**src/rtl/i2c_reg_sequencer_if.sv**
```systemverilog
// Bundle of request, byte-core and response signals for the I2C register sequencer.
// The master modport is the sequencer's view; slave is the environment's view.
interface i2c_reg_sequencer_if;
  logic       req_valid;
  logic       req_ready;
  logic       req_rw;
  logic [6:0] req_dev;
  logic [7:0] req_reg;
  logic [7:0] req_wdata;
  logic       core_ready;
  logic       core_write;
  logic [2:0] core_cmd;
  logic [7:0] core_data;
  logic       core_nack;
  logic       core_rx_ack;
  logic [7:0] core_rx_data;
  logic       rsp_valid;
  logic [1:0] rsp_err;
  logic [7:0] rsp_rdata;

  modport master (
    input  req_valid, req_rw, req_dev, req_reg, req_wdata,
    input  core_ready, core_rx_ack, core_rx_data,
    output req_ready, core_write, core_cmd, core_data, core_nack,
    output rsp_valid, rsp_err, rsp_rdata
  );

  modport slave (
    output req_valid, req_rw, req_dev, req_reg, req_wdata,
    output core_ready, core_rx_ack, core_rx_data,
    input  req_ready, core_write, core_cmd, core_data, core_nack,
    input  rsp_valid, rsp_err, rsp_rdata
  );
endinterface

```
**src/rtl/i2c_reg_sequencer.sv**
```systemverilog
// Turns one register read/write request into a START/WRITE/RESTART/READ/STOP command
// sequence for a byte-level I2C core, with NACK handling and a per-phase timeout.
module i2c_reg_sequencer #(
  parameter logic [15:0] TIMEOUT = 16'hFFFF
) (
  input logic                  clk,
  input logic                  rst_n,
  i2c_reg_sequencer_if.master  bus
);
  // Command codes shared with the byte-level core (i2c.vh)
  localparam logic [2:0] k_START_CMD   = 3'd1;
  localparam logic [2:0] k_RESTART_CMD = 3'd2;
  localparam logic [2:0] k_STOP_CMD    = 3'd3;
  localparam logic [2:0] k_READ_CMD    = 3'd4;
  localparam logic [2:0] k_WRITE_CMD   = 3'd5;

  typedef enum logic [2:0] {S_IDLE, S_ISSUE, S_WAIT_BUSY, S_WAIT_DONE, S_RESP} state_t;

  state_t      r_state, w_state_next;
  logic [2:0]  r_step, w_step_next;
  logic [15:0] r_tmo, w_tmo_next, w_tmo_inc;
  logic        r_rw;
  logic [6:0]  r_dev;
  logic [7:0]  r_reg, r_wdata;
  logic [1:0]  r_err, w_err_next;
  logic [7:0]  r_rdata, w_rdata_next;
  logic        w_accept, w_waiting, w_strobe;
  logic [2:0]  w_cmd, w_stop_step;
  logic [7:0]  w_data;
  logic        w_nack;

  // Command for the current step
  always_comb begin
    w_cmd  = k_STOP_CMD;
    w_data = 8'h00;
    w_nack = 1'b0;
    if (!r_rw) begin
      case (r_step)
        3'd0:    w_cmd = k_START_CMD;
        3'd1:    begin w_cmd = k_WRITE_CMD; w_data = {r_dev, 1'b0}; end
        3'd2:    begin w_cmd = k_WRITE_CMD; w_data = r_reg; end
        3'd3:    begin w_cmd = k_WRITE_CMD; w_data = r_wdata; end
        default: w_cmd = k_STOP_CMD;
      endcase
    end else begin
      case (r_step)
        3'd0:    w_cmd = k_START_CMD;
        3'd1:    begin w_cmd = k_WRITE_CMD; w_data = {r_dev, 1'b0}; end
        3'd2:    begin w_cmd = k_WRITE_CMD; w_data = r_reg; end
        3'd3:    w_cmd = k_RESTART_CMD;
        3'd4:    begin w_cmd = k_WRITE_CMD; w_data = {r_dev, 1'b1}; end
        3'd5:    begin w_cmd = k_READ_CMD; w_nack = 1'b1; end
        default: w_cmd = k_STOP_CMD;
      endcase
    end
  end

  assign w_stop_step = r_rw ? 3'd6 : 3'd4;
  assign w_tmo_inc   = r_tmo + 16'd1;

  always_comb begin
    w_state_next = r_state;
    w_step_next  = r_step;
    w_err_next   = r_err;
    w_rdata_next = r_rdata;
    w_accept     = 1'b0;
    w_waiting    = 1'b0;
    w_strobe     = 1'b0;
    case (r_state)
      S_IDLE: begin
        if (bus.req_valid) begin
          w_accept     = 1'b1;
          w_step_next  = 3'd0;
          w_err_next   = 2'd0;
          w_state_next = S_ISSUE;
        end
      end
      S_ISSUE: begin
        if (bus.core_ready) begin
          w_strobe     = 1'b1;
          w_state_next = S_WAIT_BUSY;
        end else begin
          w_waiting = 1'b1;
        end
      end
      S_WAIT_BUSY: begin
        if (!bus.core_ready) w_state_next = S_WAIT_DONE;
        else                 w_waiting    = 1'b1;
      end
      S_WAIT_DONE: begin
        if (bus.core_ready) begin
          if (w_cmd == k_WRITE_CMD && bus.core_rx_ack) begin
            w_err_next   = 2'd1;
            w_step_next  = w_stop_step;
            w_state_next = S_ISSUE;
          end else if (w_cmd == k_STOP_CMD) begin
            w_state_next = S_RESP;
          end else begin
            if (w_cmd == k_READ_CMD) w_rdata_next = bus.core_rx_data;
            w_step_next  = r_step + 3'd1;
            w_state_next = S_ISSUE;
          end
        end else begin
          w_waiting = 1'b1;
        end
      end
      S_RESP:  w_state_next = S_IDLE;
      default: w_state_next = S_IDLE;
    endcase
    // A stalled handshake abandons the sequence without STOP
    if (w_waiting && w_tmo_inc == TIMEOUT) begin
      w_err_next   = 2'd2;
      w_state_next = S_RESP;
    end
  end

  assign w_tmo_next = (w_state_next != r_state) ? 16'd0 :
                      (w_waiting ? w_tmo_inc : r_tmo);

  always_ff @(posedge clk or negedge rst_n) begin
    if (!rst_n) begin
      r_state <= S_IDLE;
      r_step  <= 3'd0;
      r_tmo   <= 16'd0;
      r_rw    <= 1'b0;
      r_dev   <= 7'd0;
      r_reg   <= 8'd0;
      r_wdata <= 8'd0;
      r_err   <= 2'd0;
      r_rdata <= 8'd0;
    end else begin
      r_state <= w_state_next;
      r_step  <= w_step_next;
      r_tmo   <= w_tmo_next;
      r_err   <= w_err_next;
      r_rdata <= w_rdata_next;
      if (w_accept) begin
        r_rw    <= bus.req_rw;
        r_dev   <= bus.req_dev;
        r_reg   <= bus.req_reg;
        r_wdata <= bus.req_wdata;
      end
    end
  end

  assign bus.req_ready  = (r_state == S_IDLE);
  assign bus.core_write = w_strobe;
  assign bus.core_cmd   = w_strobe ? w_cmd  : 3'd0;
  assign bus.core_data  = w_strobe ? w_data : 8'd0;
  assign bus.core_nack  = w_strobe ? w_nack : 1'b0;
  assign bus.rsp_valid  = (r_state == S_RESP);
  assign bus.rsp_err    = r_err;
  assign bus.rsp_rdata  = r_rdata;
endmodule

```
**src/flat_wrapper.sv**
```systemverilog
// flat-port wrapper written by rule: the top's interface ports become plain ports
module i2c_reg_sequencer_flat 
#(
  parameter logic [15:0] TIMEOUT = 16'hFFFF
)
  (clk, rst_n, bus_req_valid, bus_req_rw, bus_req_dev, bus_req_reg, bus_req_wdata, bus_core_ready, bus_core_rx_ack, bus_core_rx_data, bus_req_ready, bus_core_write, bus_core_cmd, bus_core_data, bus_core_nack, bus_rsp_valid, bus_rsp_err, bus_rsp_rdata);
  i2c_reg_sequencer_if bus_i ();
  input logic clk;
  input logic rst_n;
  input wire logic [$bits(bus_i.req_valid)-1:0] bus_req_valid;
  input wire logic [$bits(bus_i.req_rw)-1:0] bus_req_rw;
  input wire logic [$bits(bus_i.req_dev)-1:0] bus_req_dev;
  input wire logic [$bits(bus_i.req_reg)-1:0] bus_req_reg;
  input wire logic [$bits(bus_i.req_wdata)-1:0] bus_req_wdata;
  input wire logic [$bits(bus_i.core_ready)-1:0] bus_core_ready;
  input wire logic [$bits(bus_i.core_rx_ack)-1:0] bus_core_rx_ack;
  input wire logic [$bits(bus_i.core_rx_data)-1:0] bus_core_rx_data;
  output wire logic [$bits(bus_i.req_ready)-1:0] bus_req_ready;
  output wire logic [$bits(bus_i.core_write)-1:0] bus_core_write;
  output wire logic [$bits(bus_i.core_cmd)-1:0] bus_core_cmd;
  output wire logic [$bits(bus_i.core_data)-1:0] bus_core_data;
  output wire logic [$bits(bus_i.core_nack)-1:0] bus_core_nack;
  output wire logic [$bits(bus_i.rsp_valid)-1:0] bus_rsp_valid;
  output wire logic [$bits(bus_i.rsp_err)-1:0] bus_rsp_err;
  output wire logic [$bits(bus_i.rsp_rdata)-1:0] bus_rsp_rdata;
  assign bus_i.req_valid = bus_req_valid;
  assign bus_i.req_rw = bus_req_rw;
  assign bus_i.req_dev = bus_req_dev;
  assign bus_i.req_reg = bus_req_reg;
  assign bus_i.req_wdata = bus_req_wdata;
  assign bus_i.core_ready = bus_core_ready;
  assign bus_i.core_rx_ack = bus_core_rx_ack;
  assign bus_i.core_rx_data = bus_core_rx_data;
  assign bus_req_ready = bus_i.req_ready;
  assign bus_core_write = bus_i.core_write;
  assign bus_core_cmd = bus_i.core_cmd;
  assign bus_core_data = bus_i.core_data;
  assign bus_core_nack = bus_i.core_nack;
  assign bus_rsp_valid = bus_i.rsp_valid;
  assign bus_rsp_err = bus_i.rsp_err;
  assign bus_rsp_rdata = bus_i.rsp_rdata;
  i2c_reg_sequencer #(.TIMEOUT(TIMEOUT)) u_core (.clk(clk), .rst_n(rst_n), .bus(bus_i));
endmodule
```
**config.mk**
```make
export PLATFORM = sky130hd
export DESIGN_NAME = i2c_reg_sequencer_flat
export DESIGN_NICKNAME = d
export VERILOG_FILES = /design/src/rtl/i2c_reg_sequencer_if.sv /design/src/rtl/i2c_reg_sequencer.sv /design/src/flat_wrapper.sv
export SDC_FILE = /design/constraint.sdc
export NUM_CORES = 1
export LEC_CHECK = 0
export ABC_CLOCK_PERIOD_IN_PS = 4100
export BUFFER_PORTS_ARGS = -buffer_cell sky130_fd_sc_hd__buf_2
export CAP_MARGIN = 20
export CORE_ASPECT_RATIO = 0.5
export CORE_UTILIZATION = 33
export CTS_CLUSTER_SIZE = 16
export DETAILED_ROUTE_END_ITERATION = 10
export PLACE_DENSITY = 0.6
export SETUP_SLACK_MARGIN = 0.02
export SYNTH_ARGS = -nofsm -noshare
export SYNTH_HDL_FRONTEND = slang
export SYNTH_SLANG_ARGS = --single-unit
```
**constraint.sdc**
```tcl
create_clock -name clk -period 4.1 [get_ports clk]
set_input_delay 0.82 -clock clk [delete_from_list [all_inputs] [get_ports clk]]
set_output_delay 0.82 -clock clk [all_outputs]
set_load 0.01 [all_outputs]
```
Yosys cells after proc, flatten, opt, wreduce, memory -nomap -nowiden
Cells that the tools add are included.
W data, S select, Z words.
{"block": "op_classes", "n_addsub": 2, "mul": 0, "n_div": 0, "order_cmp": 0, "n_eq_ne": 20, "shifts": 0, "n_mux": 38, "bitwise": 2, "reduce_logical": 13}
{"cell": "$pmux W8 S3", "n": 2}
{"cell": "$mux W3", "n": 13}
{"cell": "$mux W16", "n": 2}
{"cell": "$pmux W3 S4", "n": 2}
{"cell": "$add A16 B1 Y16 const B", "n": 1}
{"cell": "$eq A16 B16 Y1 const B", "n": 1}
{"cell": "$mux W8", "n": 2}
{"cell": "$eq A3 B2 Y1 const B", "n": 5}
{"cell": "$eq A3 B3 Y1 const B", "n": 5}
{"cell": "$pmux W3 S2", "n": 2}
{"cell": "$mux W2", "n": 5}
{"cell": "$ne A3 B2 Y1 const B", "n": 3}
{"cell": "$mux W1", "n": 8}
{"cell": "$reduce_and A4 Y1", "n": 2}
{"cell": "$eq A3 B1 Y1 const B", "n": 2}
{"cell": "$logic_not A3 Y1", "n": 2}
{"cell": "$reduce_or A3 Y1", "n": 2}
{"cell": "$reduce_and A5 Y1", "n": 1}
{"cell": "$ne A2 B2 Y1 const B", "n": 2}
{"cell": "$pmux W2 S2", "n": 1}
{"cell": "$reduce_bool A2 Y1", "n": 2}
{"cell": "$add A3 B1 Y3 const B", "n": 1}
{"cell": "$ne A3 B1 Y1 const B", "n": 1}
{"cell": "$ne A3 B3 Y1", "n": 1}
{"cell": "5 further kinds", "n": 7}
{"block": "word_totals", "reg_bits": 56, "latch_bits": 0, "ram_bits": 0, "mem_bits_ro": 0, "output_inout_bits": 25, "wordCells": 84, "memories": 0}

Longest topological paths before layout
Gate-level depths: netlist of the first run.
{"block": "logic_depth", "depth_word": 12, "ltp_mapped": 9, "depth_no_buf": 8}

Worst setup path before layout of the first run
OpenSTA, ideal clock, no wires.
{"block": "synth_timing", "path_type": "input-to-output", "start": "input port bus_core_ready", "end": "output port bus_core_data[1]", "t_arrival_ps": 2011, "slack_ps": 1269, "stages": 5, "n_path_buf": 0, "path_cell_list": "nand2_1 > nor3_1 > o21ai_0 > nand2b_1 > nor2_1"}
{"block": "synth_via", "elab_chain_len": 3}
{"item": "from (decl)", "line_no": "flat_wrapper.sv:15", "source": "input wire logic [$bits(bus_i.core_ready)-1:0] bus_core_ready;"}
{"item": "$mux W1", "line_no": "i2c_reg_sequencer.sv:79", "source": "if (bus.core_ready) begin"}
{"item": "$mux W1", "line_no": "i2c_reg_sequencer.sv:69", "source": "case (r_state)"}
{"item": "net bus_core_write", "line_no": "flat_wrapper.sv:19", "source": "output wire logic [$bits(bus_i.core_write)-1:0] bus_core_write;"}
{"item": "$mux W8", "line_no": "i2c_reg_sequencer.sv:149", "source": "assign bus.core_data = w_strobe ? w_data : 8'd0;"}
{"item": "to (decl)", "line_no": "flat_wrapper.sv:21", "source": "output wire logic [$bits(bus_i.core_data)-1:0] bus_core_data;"}
The timed path passes the listed nets, and every way through them passes these cells.

Final worst setup path of the first run
{"block": "layout_timing", "start": "register u_core.r_state[2]", "end": "output port bus_core_data[4]"}
{"block": "layout_via", "elab_chain_len": 3}
{"item": "from (decl)", "line_no": "i2c_reg_sequencer.sv:19", "source": "state_t r_state, w_state_next;"}
{"item": "from (signal assigned)", "line_no": "i2c_reg_sequencer.sv:132", "source": "r_state <= w_state_next;"}
{"item": "$eq A3 B1 Y1", "line_no": "i2c_reg_sequencer.sv:69"}
{"item": "$mux W1", "line_no": "i2c_reg_sequencer.sv:69"}
{"item": "$mux W8", "line_no": "i2c_reg_sequencer.sv:149"}
No other way between the ends.

==> impl_metrics.ini, run 1 <==
[clock_network]
clockBufferDepth = 2
clock-sinks = 56
cts_buffers = 5
post_cts_resized = 0
post_cts_buffers = 0
path_clk_slew_ps = 70
htreeDepth = 2
insertion_delay_ps = 290
cts-hold-fix-buffers = 0
clockRootBuffer = clkbuf_16
cts_tree = yes

[layout]
fill_cells = 906
multi_input_area_um2 = 1579
largest_reg_flops = 16
finalInstanceArea_um2 = 3635
finish.utilization_pct = 40.89
largest-register = u_core.r_tmo
register_area_um2 = 1401
num-nets-final = 394
area_delta_synth_final_pct = 18.09
layout-drive-gt1-share_pct = 30.86
mostFrequentLayoutCells = buf_2, dfrtp_1, mux2_2
final_common_cell = buf_2
antenna_cells = 0

[placed_design]
portBuffers = 61
placed_area_um2 = 3485
gp_congestion = 0.7653
detailed_place_hpwl_mm = 4.660

[worst_setup_path]
cp_max_fo = 23
crit_path_end_kind = output pin
r2r_cells = 6
reg2reg_slack_ps = 1370
worstSetupPathType = flip-flop to output pin
rr_endpoint = u_core.bus.rsp_rdata[0]$_DFFE_PN0P_
r2r_start = u_core.r_step[1]$_DFFE_PN0P_
cp-start-kind = flip-flop
cp.arrival_ps = 2330
worstPathRequired_ps = 3280

[synth]
synthCells = 294
avgSynthCellArea_um2 = 10.47
ys_seq_elements = 56
yosysTopAreaCell = dfrtp_1
synth.area.top_cells = dfrtp_1, mux2_2, ha_1
ys_types = 43
synth-seq-area-share_pct = 45.53
async_reset_ff_share_pct = 100.0
synth_ff_type = dfrtp_1
syn_nets = 339
netlist_area_um2 = 3078
yosysTopAreaCellShare_pct = 45.53
ys_warn_count = 0
synth_edf_count = 0

[sta]
setup_viol = 0
post-route-period-util_pct = 76.77
maxSlewHeadroom_pct = 38.77
finalClockSkew_ps = 3.902
fin_crit_ps = 3148
hold_violations = 0
max_slew.worst_pin.slew_ps = 910.9
rsz0062_at_grt = false
fin_setup_tns_ps = 0
slew_violations = 0
max_freq_mhz = 317.7

[worst_hold_path]
holdCritPathClass = flip-flop to flip-flop
hold_depth = 1
whs_endpoint = u_core.bus.rsp_rdata[5]$_DFFE_PN0P_
holdCritStartpoint = u_core.bus.rsp_rdata[5]$_DFFE_PN0P_

[run]
maxCapViolations = 0

[pwr]
vdd_drop_max_mv = 0.2515
cellPowerDensity_nw_per_um2 = 549.3
leakagePower_nw = 1.646

[global_routing]
grt_antenna_before_repair = 0
grt_pass1_wl_mm = 11.49
grt_usage_pct = 14.69
grt_max_degree = 36
first_global_vias = 2426
overflow = 0

[die]
dieArea_um2 = 9741
num_rows = 24
io_pins = 62
dieHeight_um = 70.29
floorplan.initialDensity_pct = 34.63
core_area_um2 = 8889
fp.dieW_um = 138.6

[routing]
drt_iter0_drc = 182
drt-pass1-iter-count = 4
vias = 2426
drtAntennaViolNets = 0
drt_wl_total_mm = 6.657
drc = 0
viasPerCell = 5.195
routedWlPerCell_um = 14.25

[run_status]
status = complete, no violations
## cells in the mapped netlist (6+ instances only)
cell type / count
xor2_1: 9
ha_1: 8
clkbuf_1: 10
dfrtp_1: 56
a21oi_1: 8
a222oi_1: 7
nand3_1: 11
nand2_1: 20
inv_1: 6
nor3_1: 9
nor2_1: 24
o21ai_0: 6
nor4_1: 14
xnor2_1: 10
mux2_2: 32
## critical path, stage by stage, from the launching register on
cell      delay [ps]
dfrtp_1          660
nor3_1           460
o21ai_0          260
nand2b_1         340
nor2_1           180
buf_2            150
## logic make-up after synthesis
group / count (synthesis) / share of synthesized area (%)
AOI/OAI and AO/OA: 38 / 8.740
xor gates and xnor gates: 19 / 5.407
and+or+nand+nor: 113 / 20.57
DFF: 56 / 45.53
buffers and inverters: 23 / 3.171
muxes: 37 / 13.33
adders and majority gates: 8 / 3.252
## worst max path at each step
| stage | from | endpoint | slack (ps) | cells after the start |
|---|---|---|---|---|
| after floorplan | bus_core_ready | bus_core_data[1] | 1270 | 5 |
| after global placement | bus_core_ready | bus_core_data[4] | 1030 | 7 |
| after detailed placement | bus_core_ready | bus_core_data[4] | 990 | 7 |
| after CTS | u_core.r_state[2]$_DFF_PN0_ | bus_core_data[4] | 920 | 5 |
| after global routing | u_core.r_state[2]$_DFF_PN0_ | bus_core_data[5] | 660 | 5 |
| final | u_core.r_state[2]$_DFF_PN0_ | bus_core_data[4] | 950 | 5 |
## metrics by stage
| step | power [mW] | worst slack (ps) | hold WS [ps] | instances |
|---|---|---|---|---|
| 2_1_floorplan | 1.374 | 1269 | 478.3 | 294 |
| 3_3_place_gp | 1.572 | 1030 | 488.1 | 459 |
| 3_5_place_dp | 1.578 | 985.6 | 491.4 | 459 |
| 4_1_cts | 2.017 | 917.5 | 507.5 | 467 |
| 5_1_grt | 2.153 | 657.2 | 530.9 | 467 |
| 6_report | 1.996 | 952.4 | 506.5 | 467 |
## cell type report
cell class,count,area share [%]
well taps,117,4.028
clock inverters,1,0.2065
repair buffers,65,9.225
flip-flops and latches,56,38.55
multi-input cells,215,43.44
inverters,6,0.6196
clock buffers,7,3.924
## layer usage
layer  share of wire [%]  track usage [%]
met1                  48            19.28
met2                  47            23.97
met3                 3.9            3.704
met4                0.86            4.370
met5                   0                0
## where the power goes
group          switching, mW  internal [mW]  leakage [nW]
Sequential             0.144          0.727         0.719
Combinational          0.357          0.335         0.856
Clock                  0.189          0.244        0.0701
Total                  0.690           1.31          1.65
(Power assumes the default switching activity.)
==> run 2: changes to the inputs <==
ABC_AREA = 1   (was unset)
ABC_CLOCK_PERIOD_IN_PS = 3300   (was 4100)
PLACE_DENSITY = 0.59   (was 0.6)
clock period = 3.3 ns   (was 4.1 ns; I/O delays follow)
==> run 2 against run 1 <==
  * Flip-flop and latch count stayed put
  * Utilization fell by 0.067 points
  * First-iteration DRC count down 20%
  * Area after synthesis grew 9.7%
  * Critical path type unchanged
==> impl_metrics.ini, run 2 <==
[clock_network]
cts-hold-fix-buffers = 0
clock-sinks = 56
clockBufferDepth = 2
clockRootBuffer = clkbuf_16
cts_buffers = 5
htreeDepth = 2
post_cts_resized = 0
cts_tree = yes
path_clk_slew_ps = 80
insertion_delay_ps = 300
post_cts_buffers = 0

[pwr]
power.total_mw = 3.274
clockPowerShare_pct = 16.9
leakagePower_nw = 2.004
pwr-share-seq_pct = 36.9
vdd_drop_max_mv = 0.3091
p_int_mw = 1.751
pwr-share-comb_pct = 46.2
swShare_pct = 46.53
p_switching_mw = 1.524
cellPowerDensity_nw_per_um2 = 827.1

[global_routing]
grt_pass1_wl_mm = 13.37
use_met3_pct = 4.596
grt_use_met2_pct = 25.32
overflow = 0
grt_antenna_before_repair = 0
grt_usage_pct = 15.96
grt_busiest_layer = met2
first_global_vias = 2688
grt_max_degree = 41
grt.met1_usage_pct = 21.38

[synth]
syn_nets = 488
synth.area.top_cells = dfrtp_1, nand2_1, inv_1
netlist_area_um2 = 3376
synthAdderAreaFrac_pct = 2.965
yosysTopAreaCell = dfrtp_1
synth_top_cells_by_count = nand2_1, dfrtp_1, inv_1
synth_compound_area_share_pct = 7.153
async_reset_ff_share_pct = 100.0
synthMuxAreaShare_pct = 2.669
synth_xor_area_share_pct = 0.2595
synth_top_family_by_area = simple AND/OR/NAND/NOR gates
synth_edf_count = 0
ys_warn_count = 0
ys_types = 36
synth-seq-area-share_pct = 41.51
yosysMostFrequentCell = nand2_1
synthSimpleGateAreaFrac_pct = 38.40
synthCells = 443
avgSynthCellArea_um2 = 7.620
synth_ff_type = dfrtp_1
yosysTopAreaCellShare_pct = 41.51
ys_seq_elements = 56

[placed_design]
detailed_place_hpwl_mm = 5.783
portBuffers = 61
gp_congestion = 0.8457

[sta]
finalClockSkew_ps = 4.567
post-route-period-util_pct = 92.15
slew_violations = 0
fin_crit_ps = 3041
maxSlewHeadroom_pct = 33.00
setup_viol = 0
max_freq_mhz = 328.8
hold_violations = 0
fin_setup_tns_ps = 0
rsz0062_at_grt = false
max_slew.worst_pin.slew_ps = 994.5

[worst_hold_path]
holdCritPathClass = flip-flop to flip-flop
whs_endpoint = u_core.r_reg[4]$_DFFE_PN0P_
holdCritStartpoint = u_core.r_reg[4]$_DFFE_PN0P_
hold_depth = 2

[layout]
num-nets-final = 550
area_delta_synth_final_pct = 17.27
fill_cells = 1018
mostFrequentLayoutCells = nand2_1, buf_2, dfrtp_1
largest-register = u_core.r_tmo
largest_reg_flops = 16
antenna_cells = 0
layout-drive-gt1-share_pct = 24.11
final_common_cell = nand2_1

[die]
io_pins = 62
dieArea_um2 = 10660
fp.dieW_um = 145.0
dieHeight_um = 73.52
core_area_um2 = 9697
floorplan.initialDensity_pct = 34.81
num_rows = 25

[routing]
drtAntennaViolNets = 0
drt_iter0_drc = 145
drc = 0
routedWlPerCell_um = 12.58
drt_wl_total_mm = 8.062
drt-pass1-iter-count = 4
viasPerCell = 4.610
vias = 2955

[worst_setup_path]
worstSetupPathType = flip-flop to output pin
worstPathRequired_ps = 2640
reg2reg_slack_ps = 1000
cp.arrival_ps = 2380
rr_endpoint = u_core.r_step[1]$_DFFE_PN0P_
crit_path_end_kind = output pin
startpoint = u_core.r_state[2]$_DFF_PN0_
cp_max_fo = 6
r2r_start = u_core.r_step[1]$_DFFE_PN0P_
r2r_cells = 10
cp-start-kind = flip-flop

[run_status]
status = complete, no violations

[run]
maxCapViolations = 0
## run 2: changes by cell type in the layout (fill, tap and decap cells not counted), sizes merged, moves of 7 or more
cell	change
nand3	+15
xor2	-8
nor4	-17
inv	+40
a222oi	-7
xnor2	-10
o21ai	+19
mux2	-24
nand2	+167
nor2	+7
nor3	+12
## run 2: layer usage
layer	up-vias	wire length, um
met1	1346	3876
met4	0	147
met3	11	414
li1	1548	-
met5	-	0
met2	50	3623
## run 2: cell families after synthesis
| logic type | count (synthesis) |
|---|---|
| and+or+nand+nor | 274 |
| DFF | 56 |
| buffers and inverters | 54 |
| AOI/OAI and AO/OA | 42 |
| muxes | 8 |
| adders and majority gates | 8 |
| xor gates and xnor gates | 1 |
## run 2: how the worst max path moves through the flow
| stage | to | slack (ps) | depth (start not counted) |
|---|---|---|---|
| 2_1_floorplan | bus_core_data[1] | 940 | 6 |
| 3_3_place_gp | bus_core_data[2] | 580 | 8 |
| 3_5_place_dp | bus_core_data[3] | 480 | 8 |
| 4_1_cts | bus_core_data[3] | 270 | 9 |
| 5_1_grt | bus_core_data[6] | 50 | 9 |
| 6_report | bus_core_data[3] | 260 | 8 |
## run 2: through the flow
step	utilization [%]	hold slack [ps]	std cells	area [um2]	setup slack (ps)
2_1_floorplan	-	364.4	443	3376	935.7
3_3_place_gp	39.25	462.4	633	3806	583.8
3_5_place_dp	39.25	465.3	633	3806	479.4
4_1_cts	40.83	486.6	641	3959	269.0
5_1_grt	40.83	506.9	641	3959	50.30
6_report	40.83	481.8	641	3959	259.0
## run 2: layout make-up
class / count / area (um2) / share of cell area (%)
multi-input combinational: 333 / 1737 / 43.87
clock buffer: 5 / 125.1 / 3.161
sequential: 56 / 1401 / 35.40
clock inverter: 3 / 27.53 / 0.6953
tap: 135 / 168.9 / 4.267
timing repair buffer: 64 / 327.8 / 8.281
inverter: 45 / 171.4 / 4.330
## run 2: power by group through the flow
| stage | combinational [mW] | clock (mW) | sequential [mW] |
|---|---|---|---|
| after global routing | 1.74 | 0.602 | 1.25 |
| after CTS | 1.53 | 0.574 | 1.21 |
| after floorplan | 1.22 | 0 | 1.16 |
| final | 1.51 | 0.553 | 1.21 |
| after global placement | 1.50 | 0 | 1.22 |
| after detailed placement | 1.52 | 0 | 1.21 |
## run 2: worst max-delay path, stage by stage, from the launching register on
cell	delay (ps)
dfrtp_1	440
inv_1	170
nand3_1	130
nor2_1	170
inv_1	150
nor2_1	180
o21ai_0	380
a31oi_1	300
buf_2	170
